File: config.mk
export PLATFORM = sky130hd
export DESIGN_NAME = board_rev1_reset_seq
export DESIGN_NICKNAME = d
export VERILOG_FILES = /design/src/rtl/board_rev1_reset_seq.sv
export SDC_FILE = /design/constraint.sdc
export NUM_CORES = 1
export LEC_CHECK = 0
export ABC_AREA = 1
export CAP_MARGIN = 0
export CORE_MARGIN = 5
export CORE_UTILIZATION = 45
export DETAILED_ROUTE_END_ITERATION = 8
export PLACE_DENSITY = 0.63
export REMOVE_ABC_BUFFERS = 1
export SLEW_MARGIN = 10
export SYNTH_ARGS = -nofsm -noshare
export SYNTH_HDL_FRONTEND = slang
export SYNTH_SLANG_ARGS = --single-unit
File: constraint.sdc
create_clock -name CLK_BASE -period 2.1 [get_ports CLK_BASE]
set_clock_uncertainty 0.1 [all_clocks]
set_input_delay 0.21 -clock CLK_BASE [delete_from_list [all_inputs] [get_ports CLK_BASE]]
set_output_delay 0.21 -clock CLK_BASE [all_outputs]
set_load 0.01 [all_outputs]
File: src/rtl/board_rev1_reset_seq.sv
// Reset sequencer for the board clock block's lock/ready interface.
// Synchronizes and filters the memory-PLL and TMDS-PLL ready levels, then
// releases memory, system (after a memory-init wait) and TMDS resets.
module board_rev1_reset_seq #(
    parameter int SYNC_STAGES        = 2,
    parameter int LOCK_STABLE_CYCLES = 1024,
    parameter int MEM_INIT_CYCLES    = 21600,
    parameter int LOSS_FILTER        = 4
) (
    input  logic       CLK_BASE,
    input  logic       RESET_n,
    input  logic       MEM_READY_IN,
    input  logic       TMDS_READY_IN,
    output logic       MEM_RESET_n,
    output logic       SYS_RESET_n,
    output logic       TMDS_RESET_n,
    output logic [1:0] STATE,
    output logic [7:0] LOSS_COUNT
);

    localparam int SW = $clog2(LOCK_STABLE_CYCLES + 1);
    localparam int IW = $clog2(MEM_INIT_CYCLES + 1);
    localparam int LW = $clog2(LOSS_FILTER + 1);

    localparam logic [SW-1:0] STABLE_LAST = SW'(LOCK_STABLE_CYCLES - 1);
    localparam logic [SW-1:0] TMDS_LAST   = SW'(LOCK_STABLE_CYCLES);
    localparam logic [IW-1:0] INIT_LAST   = IW'(MEM_INIT_CYCLES - 1);
    localparam logic [LW-1:0] LOSS_LAST   = LW'(LOSS_FILTER - 1);

    typedef enum logic [1:0] {
        ST_IDLE     = 2'd0,
        ST_STABLE   = 2'd1,
        ST_MEM_INIT = 2'd2,
        ST_RUN      = 2'd3
    } state_t;

    typedef enum logic {
        T_HOLD = 1'b0,
        T_GO   = 1'b1
    } tstate_t;

    logic [SYNC_STAGES-1:0] r_mem_sync_ff, r_tmds_sync_ff;
    logic                   w_mem_sync, w_tmds_sync;

    state_t            r_state, w_state_nx;
    logic [SW-1:0]     r_stable_cnt, w_stable_nx;
    logic [IW-1:0]     r_init_cnt, w_init_nx;
    logic [LW-1:0]     r_loss_cnt, w_loss_nx;
    logic [7:0]        r_loss_count, w_loss_count_nx;
    logic              r_mem_rst_n, r_sys_rst_n;

    tstate_t           r_tstate, w_tstate_nx;
    logic [SW-1:0]     r_thigh_cnt, w_thigh_nx;
    logic [LW-1:0]     r_tlow_cnt, w_tlow_nx;
    logic              r_tmds_rst_n;

    assign w_mem_sync  = r_mem_sync_ff[SYNC_STAGES-1];
    assign w_tmds_sync = r_tmds_sync_ff[SYNC_STAGES-1];

    // Synchronizer chains; the only place the raw ready levels are sampled.
    always_ff @(posedge CLK_BASE or negedge RESET_n) begin
        if (!RESET_n) begin
            r_mem_sync_ff  <= '0;
            r_tmds_sync_ff <= '0;
        end else begin
            r_mem_sync_ff  <= {r_mem_sync_ff[SYNC_STAGES-2:0], MEM_READY_IN};
            r_tmds_sync_ff <= {r_tmds_sync_ff[SYNC_STAGES-2:0], TMDS_READY_IN};
        end
    end

    // Main FSM next state: lock qualification, memory-init wait, loss filter.
    always_comb begin
        logic w_lost;
        w_state_nx      = r_state;
        w_stable_nx     = r_stable_cnt;
        w_init_nx       = r_init_cnt;
        w_loss_nx       = r_loss_cnt;
        w_loss_count_nx = r_loss_count;
        w_lost          = 1'b0;
        case (r_state)
            ST_IDLE: begin
                w_stable_nx = '0;
                w_init_nx   = '0;
                w_loss_nx   = '0;
                if (w_mem_sync) w_state_nx = ST_STABLE;
            end
            ST_STABLE: begin
                if (!w_mem_sync) begin
                    w_state_nx  = ST_IDLE;
                    w_stable_nx = '0;
                end else if (r_stable_cnt == STABLE_LAST) begin
                    w_state_nx = ST_MEM_INIT;
                    w_init_nx  = '0;
                    w_loss_nx  = '0;
                end else begin
                    w_stable_nx = r_stable_cnt + SW'(1);
                end
            end
            default: begin
                // MEM_INIT and RUN share loss detection; loss beats MEM_INIT->RUN.
                if (w_mem_sync)                   w_loss_nx = '0;
                else if (r_loss_cnt == LOSS_LAST) w_lost    = 1'b1;
                else                              w_loss_nx = r_loss_cnt + LW'(1);
                if (w_lost) begin
                    w_state_nx  = ST_IDLE;
                    w_loss_nx   = '0;
                    w_stable_nx = '0;
                    if (r_loss_count != 8'hFF) w_loss_count_nx = r_loss_count + 8'd1;
                end else if (r_state == ST_MEM_INIT) begin
                    if (r_init_cnt == INIT_LAST) w_state_nx = ST_RUN;
                    else                         w_init_nx  = r_init_cnt + IW'(1);
                end
            end
        endcase
    end

    // Main FSM registers; reset outputs are loaded from next state.
    always_ff @(posedge CLK_BASE or negedge RESET_n) begin
        if (!RESET_n) begin
            r_state      <= ST_IDLE;
            r_stable_cnt <= '0;
            r_init_cnt   <= '0;
            r_loss_cnt   <= '0;
            r_loss_count <= '0;
            r_mem_rst_n  <= 1'b0;
            r_sys_rst_n  <= 1'b0;
        end else begin
            r_state      <= w_state_nx;
            r_stable_cnt <= w_stable_nx;
            r_init_cnt   <= w_init_nx;
            r_loss_cnt   <= w_loss_nx;
            r_loss_count <= w_loss_count_nx;
            r_mem_rst_n  <= (w_state_nx == ST_MEM_INIT) || (w_state_nx == ST_RUN);
            r_sys_rst_n  <= (w_state_nx == ST_RUN);
        end
    end

    // TMDS FSM next state: independent lock qualify and loss filter.
    always_comb begin
        w_tstate_nx = r_tstate;
        w_thigh_nx  = r_thigh_cnt;
        w_tlow_nx   = r_tlow_cnt;
        if (r_tstate == T_HOLD) begin
            w_tlow_nx = '0;
            if (!w_tmds_sync) begin
                w_thigh_nx = '0;
            end else if (r_thigh_cnt == TMDS_LAST) begin
                w_tstate_nx = T_GO;
                w_thigh_nx  = '0;
            end else begin
                w_thigh_nx = r_thigh_cnt + SW'(1);
            end
        end else begin
            w_thigh_nx = '0;
            if (w_tmds_sync) begin
                w_tlow_nx = '0;
            end else if (r_tlow_cnt == LOSS_LAST) begin
                w_tstate_nx = T_HOLD;
                w_tlow_nx   = '0;
            end else begin
                w_tlow_nx = r_tlow_cnt + LW'(1);
            end
        end
    end

    // TMDS FSM registers and reset output.
    always_ff @(posedge CLK_BASE or negedge RESET_n) begin
        if (!RESET_n) begin
            r_tstate     <= T_HOLD;
            r_thigh_cnt  <= '0;
            r_tlow_cnt   <= '0;
            r_tmds_rst_n <= 1'b0;
        end else begin
            r_tstate     <= w_tstate_nx;
            r_thigh_cnt  <= w_thigh_nx;
            r_tlow_cnt   <= w_tlow_nx;
            r_tmds_rst_n <= (w_tstate_nx == T_GO);
        end
    end

    assign STATE        = r_state;
    assign MEM_RESET_n  = r_mem_rst_n;
    assign SYS_RESET_n  = r_sys_rst_n;
    assign TMDS_RESET_n = r_tmds_rst_n;
    assign LOSS_COUNT   = r_loss_count;

endmodule

# [After elaboration in Yosys (flattened, before gate mapping)]
# Cells that the tools add are included.
[word_totals] ramBits=0 memories=0 output_inout_bits=13 elab_cells=81 input_bits=4 regBits=60 latch_bits=0 rom_bits=0
[op_classes] shifts=0 n_reduce_logical=9 n_eq_ne=16 div=0 magnitude_cmp=0 bitwise_logic=1 add_sub_neg=6 multipliers=0 n_mux=37
[ops] operator="$mux W15" n=5
[ops] operator="$mux W11" n=6
[ops] operator="$pmux W15 S2" n=1
[ops] operator="$mux W3" n=8
[ops] operator="$add A11 B1 Y11 const B" n=2
[ops] operator="$pmux W11 S2" n=1
[ops] operator="$add A15 B1 Y15 const B" n=1
[ops] operator="$eq A15 B15 Y1 const B" n=1
[ops] operator="$mux W2" n=6
[ops] operator="$eq A11 B10 Y1 const B" n=1
[ops] operator="$eq A11 B11 Y1 const B" n=1
[ops] operator="$add A8 B1 Y8 const B" n=1
[ops] operator="$mux W1" n=8
[ops] operator="$ne A8 B8 Y1 const B" n=1
[ops] operator="$add A3 B1 Y3 const B" n=2
[ops] operator="$eq A2 B2 Y1 const B" n=3
[ops] operator="$eq A3 B2 Y1 const B" n=2
[ops] operator="$ne A3 B1 Y1 const B" n=2
[ops] operator="$pmux W3 S2" n=1
[ops] operator="$reduce_and A3 Y1" n=2
[ops] operator="$reduce_bool A3 Y1" n=2
[ops] operator="$reduce_and A5 Y1" n=1
[ops] operator="$ne A2 B2 Y1 const B" n=2
[ops] operator="$ne A4 B2 Y1 const B" n=1
[ops] operator="8 further kinds" n=8

# [Depth between registers and ports, before layout]
[depth] depth_word=8 ltp_mapped=11 ltp_nobuf=10

# [Worst setup path after synthesis]
# No wires, ideal clock.
[synth_timing] kind="flip-flop to flip-flop" startpoint="register r_stable_cnt[0]" endpoint="register r_init_cnt[9]" t_arrival_ns=1.405 setup_slack_ns=0.479 stages_incl_launch_ff=12 cell_sequence="dfrtp_1 -> ha_1 -> nand2_2 -> nor2_4 -> nand3_4 -> nand2_4 -> nand2_4 -> clkinv_4 -> nand2_8 -> buf_12 -> nand2_2 -> nand2_2"
[synth_via] elab_chain_cells=3
[synth_lines] item="start, declared" line_no="46" rtl="logic [SW-1:0] r_stable_cnt, w_stable_nx;"
[synth_lines] item="start signal, assigned" line_no="129" rtl="r_stable_cnt <= w_stable_nx;"
[synth_lines] item="$eq A11 B10 Y1" line_no="91" rtl="end else if (r_stable_cnt == STABLE_LAST) begin"
[synth_lines] item="$ne A2 B2 Y1 (no line)"
[synth_lines] item="$reduce_and A5 Y1 (no line)"
[synth_lines] item="end signal, assigned" line_no="130" rtl="r_init_cnt <= w_init_nx;"
[synth_lines] item="end, declared" line_no="47" rtl="logic [IW-1:0] r_init_cnt, w_init_nx;"
# Every way passes these cells.
# A chain may end at the register's enable or synchronous reset.

# [Worst setup path after layout]
[layout_timing] startpoint="register r_mem_rst_n (netlist: MEM_RESET_n)" endpoint="output port MEM_RESET_n"
[layout_rtl] item="start, declared" line_no="50" rtl="logic r_mem_rst_n, r_sys_rst_n;"
[layout_rtl] item="start signal, assigned" line_no="133" rtl="r_mem_rst_n <= (w_state_nx == ST_MEM_INIT) || (w_state_nx == ST_RUN);"
[layout_rtl] item="end, declared" line_no="14" rtl="output logic MEM_RESET_n,"
# No word-level cell between the ends.

==> impl_metrics.toml <==
[final_layout]
num_antenna_cells = 0
nNetsFinal = 466
drive_gt1_share_pct = 12.2
area_growth_pct = 14.2
fill_cells = 666
final_area_sq_mm = 0.00384
fin_cells = 558

[synth]
yosysWarnings = 0
syn_inst = 429
synth-edff-count = 0
syn_area_sq_mm = 0.00336
syn_avg_cell_area_sq_um = 7.83
synth_ff_type = "dfrtp_1"
yosysMostFrequentCell = "nand2_1"
yosysTopAreaCell = "dfrtp_1"
synth.top_cells.by_count = "nand2_1 (116), dfrtp_1 (59), nor2_1 (59), inv_1 (43), nand3_1 (28)"
synthArstFlopShare_pct = 100
synth_area_leaders = "dfrtp_1 (44%), nand2_1 (13%), nor2_1 (6.6%)"
ys_seq_area_share_pct = 43.9
synth-seq-cells = 59
synth_top_area_share_pct = 43.9
synth_cell_types = 38

[sta]
rsz0062_at_grt = "false"
relSlewSlack_pct = 67.0
setup_ws_ps = 286
slew_violations = 0
fmax_mhz = 551
finalSetupTns_ps = 0
period_share_pct = 86.4
worst_pin_slew_ps = 494
hold_viol_final = 0
finalSetupViolCount = 0
period_needed_ps = 1810

[worst_setup_path]
path_class = "reg -> out"
critPathMaxFanout = 9
max_stage_delay_ps = 610
crit_chain = "clkdlybuf4s50_1"
r2r_end = "r_init_cnt[9]"
path_delay_family = "buffers and inverters"
cpMaxStageDelayCell = "clkdlybuf4s50_1"
reg2regPathDepth = 9
cp-end-kind = "primary output"
r2r_slack_ps = 310
worst-path-buf-inv = 1
path_depth = 1
crit-reg2reg-launch = "r_stable_cnt[0]"
timing.critical_path.from = "MEM_RESET_n"
required_ps = 1790
cp_data_arrival_time_ps = 1500
cp-start-kind = "flop"

[drt]
postRouteAntennaNets = 0
route.detailed.drc = 0
wl_met1_um = 3200
vias = 2677
vias_per_cell = 4.80
drt-initial-drc-count = 98
met2_length_um = 2870
dr.pass1.iters = 4
highest_layer = "met4"
wl_met3_um = 186
routedWlPerCell_um = 11.5
wirelength_um = 6420

[place]
globalplace.congestion = 0.915
placed_area_sq_mm = 0.00362
numPortBuffers = 16
dp_hpwl_um = 4480
place_inst = 541
dpl_worst_slack_ps = 307

[global_routing]
antenna_found_initial = 0
grt_pass1_wl_um = 11700
grt_max_degree = 60
grt_pass1_vias = 2639
track_usage_pct = 16.2
gr-total-overflow = 0

[power]
leakage_nw = 1.70
peakVddDrop_uv = 412
power-per-cell-area_mw_per_mm2 = 617

[floorplan]
fp.dieW_um = 96.4
io_pins = 17
die_area_sq_mm = 0.00929
start_util_pct = 46.3
die_h_um = 96.4
num_rows = 31
core_area_sq_mm = 0.00725

[min_path]
hold_path.startpoint = "TMDS_READY_IN"
hold_depth = 1
min_to = "r_tmds_sync_ff[0]"
min_path_type = "in -> reg"

[run_status]
status = "completed"

[clock_network]
htreeDepth = 3
post-cts-setup-buffers = 0
numCtsBuffers = 9
path_clk_slew_ps = 60
clock_sinks = 59
cts_tree = "done"
cts_buffer_depth = 2
clock_latency_ps = 330
clockRootBuffer = "clkbuf_8"

[flow_run]
drv_cap = 0
==> state kept, by name (all words and copies together) (netlist names), 2 cells and up <==
name / count
LOSS_COUNT: 8
r_init_cnt: 15
r_tlow_cnt: 3
r_stable_cnt: 11
r_tmds_sync_ff: 2
r_loss_cnt: 3
r_thigh_cnt: 11
r_mem_sync_ff: 2
==> area by class of cell <==
class	instances	area (sq um)	area share [%]
clock buffer	11	131	3.42
clock inverter	5	77.6	2.02
inverter	49	198	5.15
multi-input combinational	317	1640	42.8
sequential	59	1480	38.5
tap	99	124	3.23
timing repair buffer	18	185	4.83
==> worst max path at each step <==
stage                                  to
after global routing        r_init_cnt[9]
after floorplan           r_stable_cnt[3]
after detailed placement  r_stable_cnt[0]
final                         MEM_RESET_n
after global placement    r_stable_cnt[0]
after CTS                     MEM_RESET_n
==> where the power goes <==
part	internal [W]	switching (W)	leakage, nW
logic	0.0000314	0.0000684	0.793
registers	0.00115	0.0000126	0.808
clock network	0.000665	0.000440	0.103
==> cell usage in the layout (no fill, tap or decap), types with 2 or more instances in the layout <==
master           synthesis  routed
a21oi_1                  7       7
bufinv_16                0       2
clkbuf_1                 0       2
clkbuf_8                 0       9
clkdlybuf4s50_1          0      15
clkinv_2                 1       3
dfrtp_1                 59      58
ha_1                     8       8
inv_1                   43      43
inv_2                    2       2
nand2_1                116     116
nand2_2                 19      19
nand2_4                  4       4
nand3_1                 28      28
nand3b_1                 2       2
nand4_1                 11      11
nor2_1                  59      59
nor2_2                   3       3
nor2_4                   2       2
nor3_1                  12      12
nor3b_1                  2       2
o21ai_0                 16      16
o21ai_1                  2       2
o21bai_1                 4       4
o22ai_1                  2       2
xnor2_1                  4       4
xor2_1                   8       8
==> layer usage <==
layer / GRT usage [%] / vias to the layer above
li1: - / 1409
met2: 24.7 / 41
met5: 0 / -
met4: 7.01 / 0
met1: 21.5 / 1211
met3: 4.96 / 16
==> timing repair <==
action,4_1_cts,5_1_grt
endpoints found under the hold margin,59,0
hold buffers,1,0
gates resized for setup,0,1
endpoints found under the setup margin,0,1
==> cells by family after synthesis <==
kind of cell	count (synthesis)	synth area share, %
AO/OA/AOI/OAI	34	5.92
XOR/XNOR	12	3.13
adder cells (fa/ha/maj)	8	2.98
buffers and inverters	53	7.15
flip-flops	59	43.9
multiplexers	1	0.298
AND/OR/NAND/NOR	262	36.6
==> metrics by stage <==
| stage | util (%) | power (W) | hold WS, ps |
|---|---|---|---|
| detailed placement | 49.9 | 0.00128 | 144 |
| floorplan | - | 0.00123 | -186 |
| global placement | 49.9 | 0.00128 | 143 |
| finish | 52.9 | 0.00237 | 215 |
| CTS | 52.9 | 0.00241 | 193 |
| global route | 52.9 | 0.00247 | 191 |
Power figures use the tool's default switching activity.
